--- config.mk ---
export PLATFORM = sky130hd
export DESIGN_NAME = cov_counter_reader
export DESIGN_NICKNAME = d
export VERILOG_FILES = /design/src/rtl/cov_counter_reader.sv
export SDC_FILE = /design/constraint.sdc
export NUM_CORES = 1
export LEC_CHECK = 0
export CAP_MARGIN = 20
export CORE_AREA = 2 2 194 196
export CTS_CLUSTER_SIZE = 28
export DETAILED_ROUTE_END_ITERATION = 10
export DIE_AREA = 0 0 196 198
export GPL_TIMING_DRIVEN = 0
export HOLD_SLACK_MARGIN = 0.03
export PLACE_DENSITY = 0.49
export SLEW_MARGIN = 0
export SYNTH_ARGS = -nofsm -noshare
export SYNTH_HDL_FRONTEND = slang
export SYNTH_SLANG_ARGS = --single-unit
export TNS_END_PERCENT = 50
--- constraint.sdc ---
create_clock -name clock -period 4.5 [get_ports clock]
set_input_delay 0.9 -clock clock [delete_from_list [all_inputs] [get_ports clock]]
set_output_delay 0.9 -clock clock [all_outputs]
set_load 0.005 [all_outputs]
--- src/rtl/cov_counter_reader.sv ---
// Coverage-counter readout: freezes the per-point toggle counters, streams
// (index, count, hit) in index order and accumulates hit / condition-hit totals.
module cov_counter_reader #(
    parameter int NUM_POINTS = 14,
    parameter int NUM_BIN    = 5,
    parameter int CNT_W      = 32,
    parameter int IDX_W      = (NUM_POINTS > 1) ? $clog2(NUM_POINTS) : 1,
    localparam int HIT_W     = $clog2(NUM_POINTS + 1),
    localparam int COND_W    = (NUM_BIN > 0) ? $clog2(NUM_BIN + 1) : 1
) (
    input  logic                        clock,
    input  logic                        reset,
    input  logic [NUM_POINTS*CNT_W-1:0] cnt_flat,
    input  logic                        en_req,
    output logic                        cov_en,
    output logic                        cov_clear,
    input  logic                        start,
    input  logic                        clear_on_done,
    input  logic                        clear_req,
    output logic                        busy,
    output logic                        out_valid,
    input  logic                        out_ready,
    output logic [IDX_W-1:0]            out_idx,
    output logic [CNT_W-1:0]            out_count,
    output logic                        out_hit,
    output logic                        done,
    output logic [HIT_W-1:0]            hit_total,
    output logic [COND_W-1:0]           cond_total,
    output logic [1:0]                  state_dbg
);

    localparam int LAST_IDX = NUM_POINTS - 1;
    localparam int BIN_BASE = NUM_POINTS - NUM_BIN;

    typedef enum logic [1:0] {
        ST_IDLE = 2'd0,
        ST_SCAN = 2'd1,
        ST_DONE = 2'd2
    } state_e;

    state_e              state_q, state_d;
    logic [IDX_W-1:0]    out_idx_q, out_idx_d;
    logic [CNT_W-1:0]    out_count_q, out_count_d;
    logic [HIT_W-1:0]    hit_total_q, hit_total_d;
    logic [COND_W-1:0]   cond_total_q, cond_total_d;
    logic                clear_latch_q, clear_latch_d;
    logic                cov_clear_q, cov_clear_d;

    logic                is_last;
    logic                is_bin;
    logic [IDX_W-1:0]    next_idx;
    logic [IDX_W-1:0]    sel_idx;
    logic [CNT_W-1:0]    next_count;

    // Output stream: an element transfers on a clock edge where out_valid and
    // out_ready are both high; until then out_idx/out_count/out_hit hold
    // stable and out_valid never drops. out_ready may change freely.
    assign out_valid  = (state_q == ST_SCAN);
    assign busy       = (state_q != ST_IDLE);
    assign done       = (state_q == ST_DONE);
    assign cov_en     = en_req & ~busy;
    assign cov_clear  = cov_clear_q;
    assign out_idx    = out_idx_q;
    assign out_count  = out_count_q;
    assign out_hit    = |out_count_q;
    assign hit_total  = hit_total_q;
    assign cond_total = cond_total_q;
    assign state_dbg  = state_q;

    assign is_last  = (int'(out_idx_q) == LAST_IDX);
    assign is_bin   = (int'(out_idx_q) >= BIN_BASE);
    assign next_idx = out_idx_q + IDX_W'(1);
    // Clamp so the part-select never reaches past the last counter.
    assign sel_idx    = is_last ? out_idx_q : next_idx;
    assign next_count = cnt_flat[int'(sel_idx)*CNT_W +: CNT_W];

    always_comb begin
        state_d        = state_q;
        out_idx_d      = out_idx_q;
        out_count_d    = out_count_q;
        hit_total_d    = hit_total_q;
        cond_total_d   = cond_total_q;
        clear_latch_d  = clear_latch_q;
        cov_clear_d    = 1'b0;

        case (state_q)
            ST_IDLE: begin
                if (start) begin
                    state_d       = ST_SCAN;
                    out_idx_d     = '0;
                    out_count_d   = cnt_flat[CNT_W-1:0];
                    hit_total_d   = '0;
                    cond_total_d  = '0;
                    // A clear requested together with start waits for scan end.
                    clear_latch_d = clear_on_done | clear_req;
                end else if (clear_req) begin
                    cov_clear_d = 1'b1;
                end
            end
            ST_SCAN: begin
                if (out_ready) begin
                    hit_total_d = hit_total_q + HIT_W'(out_hit);
                    if (is_bin) begin
                        cond_total_d = cond_total_q + COND_W'(out_hit);
                    end
                    if (is_last) begin
                        state_d     = ST_DONE;
                        cov_clear_d = clear_latch_q;
                    end else begin
                        out_idx_d   = next_idx;
                        out_count_d = next_count;
                    end
                end
            end
            ST_DONE: begin
                state_d       = ST_IDLE;
                clear_latch_d = 1'b0;
            end
            default: begin
                state_d = ST_IDLE;
            end
        endcase
    end

    always_ff @(posedge clock) begin
        if (!reset) begin
            state_q       <= ST_IDLE;
            out_idx_q     <= '0;
            out_count_q   <= '0;
            hit_total_q   <= '0;
            cond_total_q  <= '0;
            clear_latch_q <= 1'b0;
            cov_clear_q   <= 1'b0;
        end else begin
            state_q       <= state_d;
            out_idx_q     <= out_idx_d;
            out_count_q   <= out_count_d;
            hit_total_q   <= hit_total_d;
            cond_total_q  <= cond_total_d;
            clear_latch_q <= clear_latch_d;
            cov_clear_q   <= cov_clear_d;
        end
    end

endmodule
==> key figures, run 1 <==
Synth
  – Share of flip-flops with an asynchronous set or reset after synthesis: 0%
  – Post-Synthesis Cell Area: 6962 um^2
  – YS warnings: 0
  – Avg Cell Area, Syn: 7.032 um^2
  – Register bit count reported by yosys: 47
  – Count of flip-flops with a built-in enable after synthesis: 0
  – Count of unique library cells instantiated by Yosys: 52
  – Seq/Total Area, Yosys: 13.52%
  – Net count after synthesis: 1,451
  – Main synth FF type: dfxtp_1
  – Number of standard cells after synthesis: 990

Critical path
  – Critical path type: flop to flop
  – Peak fanout along the critical path: 10
  – Required time worst endpoint: 4720 ps
  – Data arrival time of the worst path: 4020 ps
  – Type of element capturing the critical path: flop
  – Kind of start point of the critical path: flop

Clock tree
  – Clk pin slew, worst setup/hold paths: 80 ps
  – TritonCTS clock tree: done
  – Maximum buffer depth of the clock tree: 2
  – Later-pin clock latency in the skew report: 320 ps
  – H-tree depth: 2
  – # hold bufs at CTS: 0
  – Sinks on the clock net: 47
  – Post-cts sizing count: 0
  – Number of buffers added by the clock tree synthesis step: 5
  – Root Driver: clkbuf_16
  – Post-CTS repair timing setup buffer count: 0

Place
  – Worst setup slack after placement: 705.1 ps
  – HPWL Detailed: 41,170 um
  – Standard cell area after detailed placement: 12,610 um^2
  – IO buf count: 505
  – Final GP Congestion: 0.8365

Finish
  – Proportion of layout cells with a drive suffix above 1: 4.125%
  – Total Nets Final: 1,963
  – Flip-flop and latch area: 940.9 um^2
  – FILL cells: 4,029
  – Commonest cells after routing, fill and taps aside: clkdlybuf4s50_1, nand2_1, mux2i_1
  – Footprint of the multi-input gates: 5543 um^2
  – Final instance area: 12,790 um^2
  – Area added between synthesis and finish: 83.66%
  – Most common cell after layout, fill and taps aside: clkdlybuf4s50_1

Floorplanning
  – Height of the die: 198 um
  – Width of the die: 196 um
  – # rows: 71
  – Die footprint: 38,810 um^2
  – I/O pins: 506
  – Starting Density: 18.84%
  – Core Footprint: 36,960 um^2

GRT
  – Total grt overflow: 0
  – Gr usage total: 25.17%
  – Global-route met2 utilization: 44.79%
  – Pin count of the biggest net entering global routing: 16
  – Global-route track usage on met1: 30.30%
  – Initial antenna violation count: 2
  – Vias in the first global route: 10,289
  – Busiest metal layer after global routing: met2
  – First-pass GRT wire length: 70,840 um
  – Met3 usage: 5.808%

STA
  – Unrepaired setup endpoints after global routing: false
  – Worst-case headroom to the max-slew limit: 38.99%
  – Period utilisation layout: 84.49%
  – Actual transition at the worst max-transition pin: 915.2 ps
  – Setup slack of the critical path after layout: 698.0 ps
  – Hold_ws: 477.2 ps
  – TNS Setup: 0 ps
  – Final Critical Period: 3802 ps
  – Endpoints failing setup: 0
  – Fin. Hold Viols: 0
  – Final number of max-transition violations: 0
  – Clock skew: 6.847 ps
  – Achievable Freq: 263.0 MHz

Power
  – Part of the total power dissipated in combinational logic: 51.4%
  – Pwr/cell area: 154.0 nW/um^2
  – Leakage: 4.362 nW
  – Design internal power: 1.295 mW
  – Net switching power: 0.6743 mW
  – Share of total power consumed by net switching: 34.25%
  – Clk pwr share: 24.3%
  – Maximum vdd ir drop: 0.1272 mV
  – Part of the total power dissipated in sequential elements: 24.3%

Drt
  – Iteration-0 DRC Markers: 587
  – Drt pass-1 iters: 5
  – Detailed-route via count: 10,106
  – Routed length per placed instance: 25.90 um
  – Avg Vias per Cell: 5.104
  – Antenna violation net count after detailed routing: 0
  – Number of remaining DRC errors: 0
  – Post-Route WL: 51,290 um

Status
  – Status: complete, no violations

Min path
  – Worst min path class: flop to flop

Job
  – Number of max-cap violations: 0
==> area by class of cell <==
class | count | share of cell area [%]
buffer | 99 | 3.562
antenna | 3 | 0.05871
timing repair buffer | 505 | 39.53
sequential | 47 | 7.359
multi-input combinational | 838 | 43.35
tap | 474 | 4.638
clock buffer | 5 | 0.9786
inverter | 6 | 0.1761
clock inverter | 3 | 0.3425
==> routing by layer <==
layer / vias to the layer above / share of wire, %
li1: 4768 / -
met2: 462 / 49
met5: - / 0
met3: 46 / 7.3
met4: 0 / 2.2
met1: 4830 / 41
==> synthesized netlist by cell type, types with 2 or more instances <==
library cell / number / area share [%]
nand4_1: 4 / 0.36
a22o_1: 3 / 0.38
nand3_1: 8 / 0.58
o221ai_1: 31 / 3.9
mux2_2: 3 / 0.49
clkbuf_1: 61 / 3.3
or2_2: 4 / 0.36
xnor2_1: 3 / 0.38
o311a_1: 28 / 4.0
nor3b_1: 2 / 0.22
xor2_1: 3 / 0.38
buf_2: 25 / 1.8
o21ai_0: 64 / 4.6
buf_1: 3 / 0.16
buf_6: 4 / 0.65
nand2b_1: 64 / 5.8
o2111ai_1: 29 / 3.6
a21boi_0: 4 / 0.43
a211oi_1: 2 / 0.22
a31oi_1: 3 / 0.27
a311oi_1: 2 / 0.25
o211ai_1: 32 / 3.5
and2_1: 8 / 0.72
nand3b_1: 2 / 0.22
nand2_1: 155 / 8.4
mux2i_1: 120 / 17
nor2b_1: 4 / 0.36
buf_4: 6 / 0.65
a21oi_1: 91 / 6.5
inv_1: 5 / 0.27
dfxtp_1: 47 / 14
ha_1: 6 / 1.1
nor4_1: 9 / 0.81
a22oi_1: 2 / 0.22
o211a_1: 29 / 4.2
nor2_1: 74 / 4.0
mux4_2: 6 / 1.9
o22ai_1: 30 / 2.7
==> cells by family after synthesis <==
family | Yosys count | synth area share (%)
adders and majority gates | 6 | 1.078
buffers and inverters | 105 | 6.865
xor gates and xnor gates | 6 | 0.7550
DFF | 47 | 13.52
muxes | 129 | 19.68
AOI/OAI and AO/OA | 356 | 35.59
and+or+nand+nor | 341 | 22.52
==> state kept, by name, indices dropped and copies added (netlist names) <==
signal / flops
state_dbg: 2
cond_total: 3
cov_clear: 1
out_count: 32
hit_total: 4
out_idx: 4
clear_latch_q: 1
==> metrics by stage <==
stage	total power, mW	util [%]	instances
after floorplan	0.8274	-	990
after global placement	1.492	34.12	1969
after detailed placement	1.498	34.12	1969
after CTS	1.980	34.58	1977
after global routing	2.060	34.59	1979
final	1.969	34.60	1980
==> power groups by stage <==
stage / Sequential [mW] / Combinational, mW / Clock [mW]
global route: 0.480 / 1.08 / 0.501
global placement: 0.486 / 1.01 / 0
CTS: 0.477 / 1.02 / 0.486
floorplan: 0.480 / 0.348 / 0
finish: 0.478 / 1.01 / 0.479
detailed placement: 0.487 / 1.01 / 0
==> worst max-delay path: stages (launching register included) <==
cell	delay (ps)
dfxtp_1	380
buf_4	200
buf_4	240
inv_1	110
ha_1	280
buf_4	200
buf_4	250
o2bb2ai_1	100
a31oi_1	620
clkbuf_1	710
o221ai_1	340
a22o_1	260
==> worst paths after layout <==
kind                            cells after the start            to  slack (ps)          start
worst min register to register                      2     cov_clear         480  clear_latch_q
worst max-delay path                               11  out_count[0]         700     out_idx[1]
worst max register to register                     11  out_count[0]         700     out_idx[1]
worst min-delay path                                2     cov_clear         480  clear_latch_q
(Power assumes the default switching activity.)
==> inputs of run 2 (changes only) <==
--- a/config.mk
+++ b/config.mk
@@ -6,13 +6,13 @@
 export NUM_CORES = 1
 export LEC_CHECK = 0
 export CAP_MARGIN = 20
-export CORE_AREA = 2 2 194 196
+export CORE_AREA = 2 2 196 198
 export CTS_CLUSTER_SIZE = 28
 export DETAILED_ROUTE_END_ITERATION = 10
-export DIE_AREA = 0 0 196 198
+export DIE_AREA = 0 0 198 200
 export GPL_TIMING_DRIVEN = 0
 export HOLD_SLACK_MARGIN = 0.03
-export PLACE_DENSITY = 0.49
+export PLACE_DENSITY = 0.48
 export SLEW_MARGIN = 0
 export SYNTH_ARGS = -nofsm -noshare
 export SYNTH_HDL_FRONTEND = slang
==> constraint.sdc (replaced) <==
create_clock -name clock -period 3.65 [get_ports clock]
set_input_delay 0.73 -clock clock [delete_from_list [all_inputs] [get_ports clock]]
set_output_delay 0.73 -clock clock [all_outputs]
set_load 0.005 [all_outputs]
==> run 2 against run 1 <==
Clock power rose by 11%. Core utilization shrank 0.28 points. Setup slack worse by 630 ps. Critical path depth is 1 higher. Sequential power rose by 23%. Final cell count increased by 1.7%.
==> key figures, run 2 (synthesis gave the netlist of run 1 again) <==
Status
  – Status: complete, no violations

Finish
  – Most common cell after layout, fill and taps aside: clkdlybuf4s50_1
  – Area added between synthesis and finish: 84.38%
  – Footprint of the multi-input gates: 5565 um^2 (+0.41%)
  – Flip-flop count of the largest register, all copies and words added: 32 (unchanged)
  – Flip-flop and latch area: 940.9 um^2 (unchanged)
  – Commonest cells after routing, fill and taps aside: clkdlybuf4s50_1, nand2_1, mux2i_1
  – Proportion of layout cells with a drive suffix above 1: 5.063% (+0.94 points)
  – FILL cells: 4,100 (+1.8%)
  – Post-Layout Cell Count: 2,013 (+1.7%)
  – Total Nets Final: 1,961 (-0.10%)

GRT
  – Total grt overflow: 0 (unchanged)
  – Pin count of the biggest net entering global routing: 17 (+1)
  – Vias in the first global route: 10,315 (+0.25%)
  – First-pass GRT wire length: 70,390 um (-0.64%)
  – Gr usage total: 24.75% (-0.42 points)
  – Initial antenna violation count: 1 (-1)

Floorplanning
  – Width of the die: 198 um (+1.0%)
  – # rows: 71 (unchanged)
  – Die footprint: 39,600 um^2 (+2.0%)
  – Height of the die: 200 um (+1.0%)
  – I/O pins: 506 (unchanged)
  – Core Footprint: 37,400 um^2 (+1.2%)
  – Starting Density: 18.61% (-0.22 points)

STA
  – Final number of max-transition violations: 0 (unchanged)
  – Worst-case headroom to the max-slew limit: 33.40% (-5.6 points)
  – Final Critical Period: 3582 ps (-220.5 ps)
  – Endpoints failing setup: 0 (unchanged)
  – TNS Setup: 0 ps (unchanged)
  – Period utilisation layout: 98.12% (+14 points)
  – Actual transition at the worst max-transition pin: 999.1 ps (+83.90 ps)
  – Setup slack of the critical path after layout: 68.44 ps (-629.5 ps)
  – Achievable Freq: 279.2 MHz (+6.2%)
  – Fin. Hold Viols: 0 (unchanged)
  – Clock skew: 6.594 ps (-0.2530 ps)
  – Unrepaired setup endpoints after global routing: true
  – Hold_ws: 481.2 ps (+4.047 ps)

Power
  – Maximum vdd ir drop: 0.1702 mV (+34%)
  – Pwr/cell area: 184.5 nW/um^2 (+20%)
  – Post-layout power: 2.369 mW (+20%)
  – Leakage: 4.376 nW (+0.31%)

Critical path
  – Reg-to-reg slack, setup: 70 ps (-630 ps)
  – Depth of the most critical reg-to-reg path: 12 (+1)
  – Reg-to-reg startpoint: out_idx[1]
  – Type of element capturing the critical path: flop
  – Critical path type: flop to flop
  – Required time worst endpoint: 3920 ps (-800 ps)
  – Data arrival time of the worst path: 3850 ps (-170 ps)
  – Capturing element of the worst setup path: out_count[24]
  – Kind of start point of the critical path: flop
  – Critical R2R Capture: out_count[24]
  – Peak fanout along the critical path: 10 (unchanged)
  – Worst setup startpoint: out_idx[1]

Clock tree
  – # hold bufs at CTS: 0 (unchanged)
  – Later-pin clock latency in the skew report: 320 ps (about the same)
  – Sinks on the clock net: 47 (unchanged)
  – TritonCTS clock tree: done
  – Clk pin slew, worst setup/hold paths: 80 ps (about the same)
  – H-tree depth: 2 (unchanged)
  – Post-CTS repair timing setup buffer count: 0 (unchanged)
  – Number of buffers added by the clock tree synthesis step: 5 (unchanged)
  – Maximum buffer depth of the clock tree: 2 (unchanged)
  – Root Driver: clkbuf_16

Place
  – Final GP Congestion: 0.8321 (-0.53%)
  – HPWL Detailed: 41,230 um (+0.14%)
  – Number of instances in the placed design: 2,006 (+1.9%)
  – Worst setup slack after placement: -268.2 ps (-973.3 ps)
  – IO buf count: 505 (unchanged)

Drt
  – Post-Route WL: 51,420 um (+0.25%)
  – Drt pass-1 iters: 5 (unchanged)
  – Antenna violation net count after detailed routing: 0 (unchanged)
  – Iteration-0 DRC Markers: 560 (-4.6%)
  – Detailed-route via count: 10,095 (-0.11%)
  – Avg Vias per Cell: 5.015 (-1.7%)
  – Routed length per placed instance: 25.54 um (-1.4%)
  – Number of remaining DRC errors: 0 (unchanged)

Min path
  – Worst min path class: flop to flop

Job
  – Number of max-cap violations: 0 (unchanged)
## run 2: cell types whose count changed in the layout (fill, tap and decap cells not counted), sizes merged
cell      delta
bufinv       -1
diode        -2
clkinvlp     +1
clkbuf       -2
## run 2: worst max-delay path, cell delays in order (launching register included)
cell	delay (ps)
dfxtp_1	380
buf_4	210
buf_4	250
inv_1	110
ha_1	280
buf_4	200
buf_2	290
nand2b_1	370
clkbuf_1	590
o211a_1	220
o221ai_1	190
o2111ai_1	250
o311a_1	190
## run 2: final cells by class
type | instances | area share [%]
Multi-Input combinational cell | 838 | 43.36
Timing Repair Buffer | 505 | 39.38
Buffer | 97 | 3.587
Tap cell | 511 | 4.981
Clock buffer | 5 | 0.9748
Inverter | 6 | 0.1755
Clock inverter | 3 | 0.1950
Antenna cell | 1 | 0.01950
Sequential cell | 47 | 7.330
## run 2: through the flow
stage,utilization [%],cell area (um^2)
after CTS,34.28,12820
after global placement,33.84,12660
final,34.32,12840
after global routing,34.32,12840
after floorplan,-,6962
after detailed placement,33.84,12660
## run 2: how the worst min path moves through the flow
stage | startpoint | endpoint | slack (ps) | cells past startpoint
after CTS | clear_latch_q | cov_clear | 490 | 2
after global placement | clear_latch_q | cov_clear | 470 | 2
after detailed placement | clear_latch_q | cov_clear | 470 | 2
final | clear_latch_q | cov_clear | 480 | 2
after global routing | cond_total[1] | cond_total[1] | 520 | 2
after floorplan | clear_latch_q | cov_clear | 440 | 2
## run 2: report_power, final
part / total (mW) / internal, mW / switching (mW)
logic: 1.25 / 0.721 / 0.526
clock network: 0.531 / 0.259 / 0.273
registers: 0.590 / 0.551 / 0.0390
total: 2.37 / 1.53 / 0.838
## run 2: repair_timing
item | 4_1_cts | 5_1_grt
endpoints found under the setup margin | 31 | 30
resized for setup | 7 | 12
gates cloned | 0 | 0
## run 2: metal layers
layer / up-vias / routed length, um / track usage [%]
met5: - / 0 / 0
met4: 0 / 1209 / 6.739
met3: 58 / 3643 / 5.292
met2: 434 / 25390 / 44.39
met1: 4849 / 21170 / 29.85
li1: 4754 / - / -
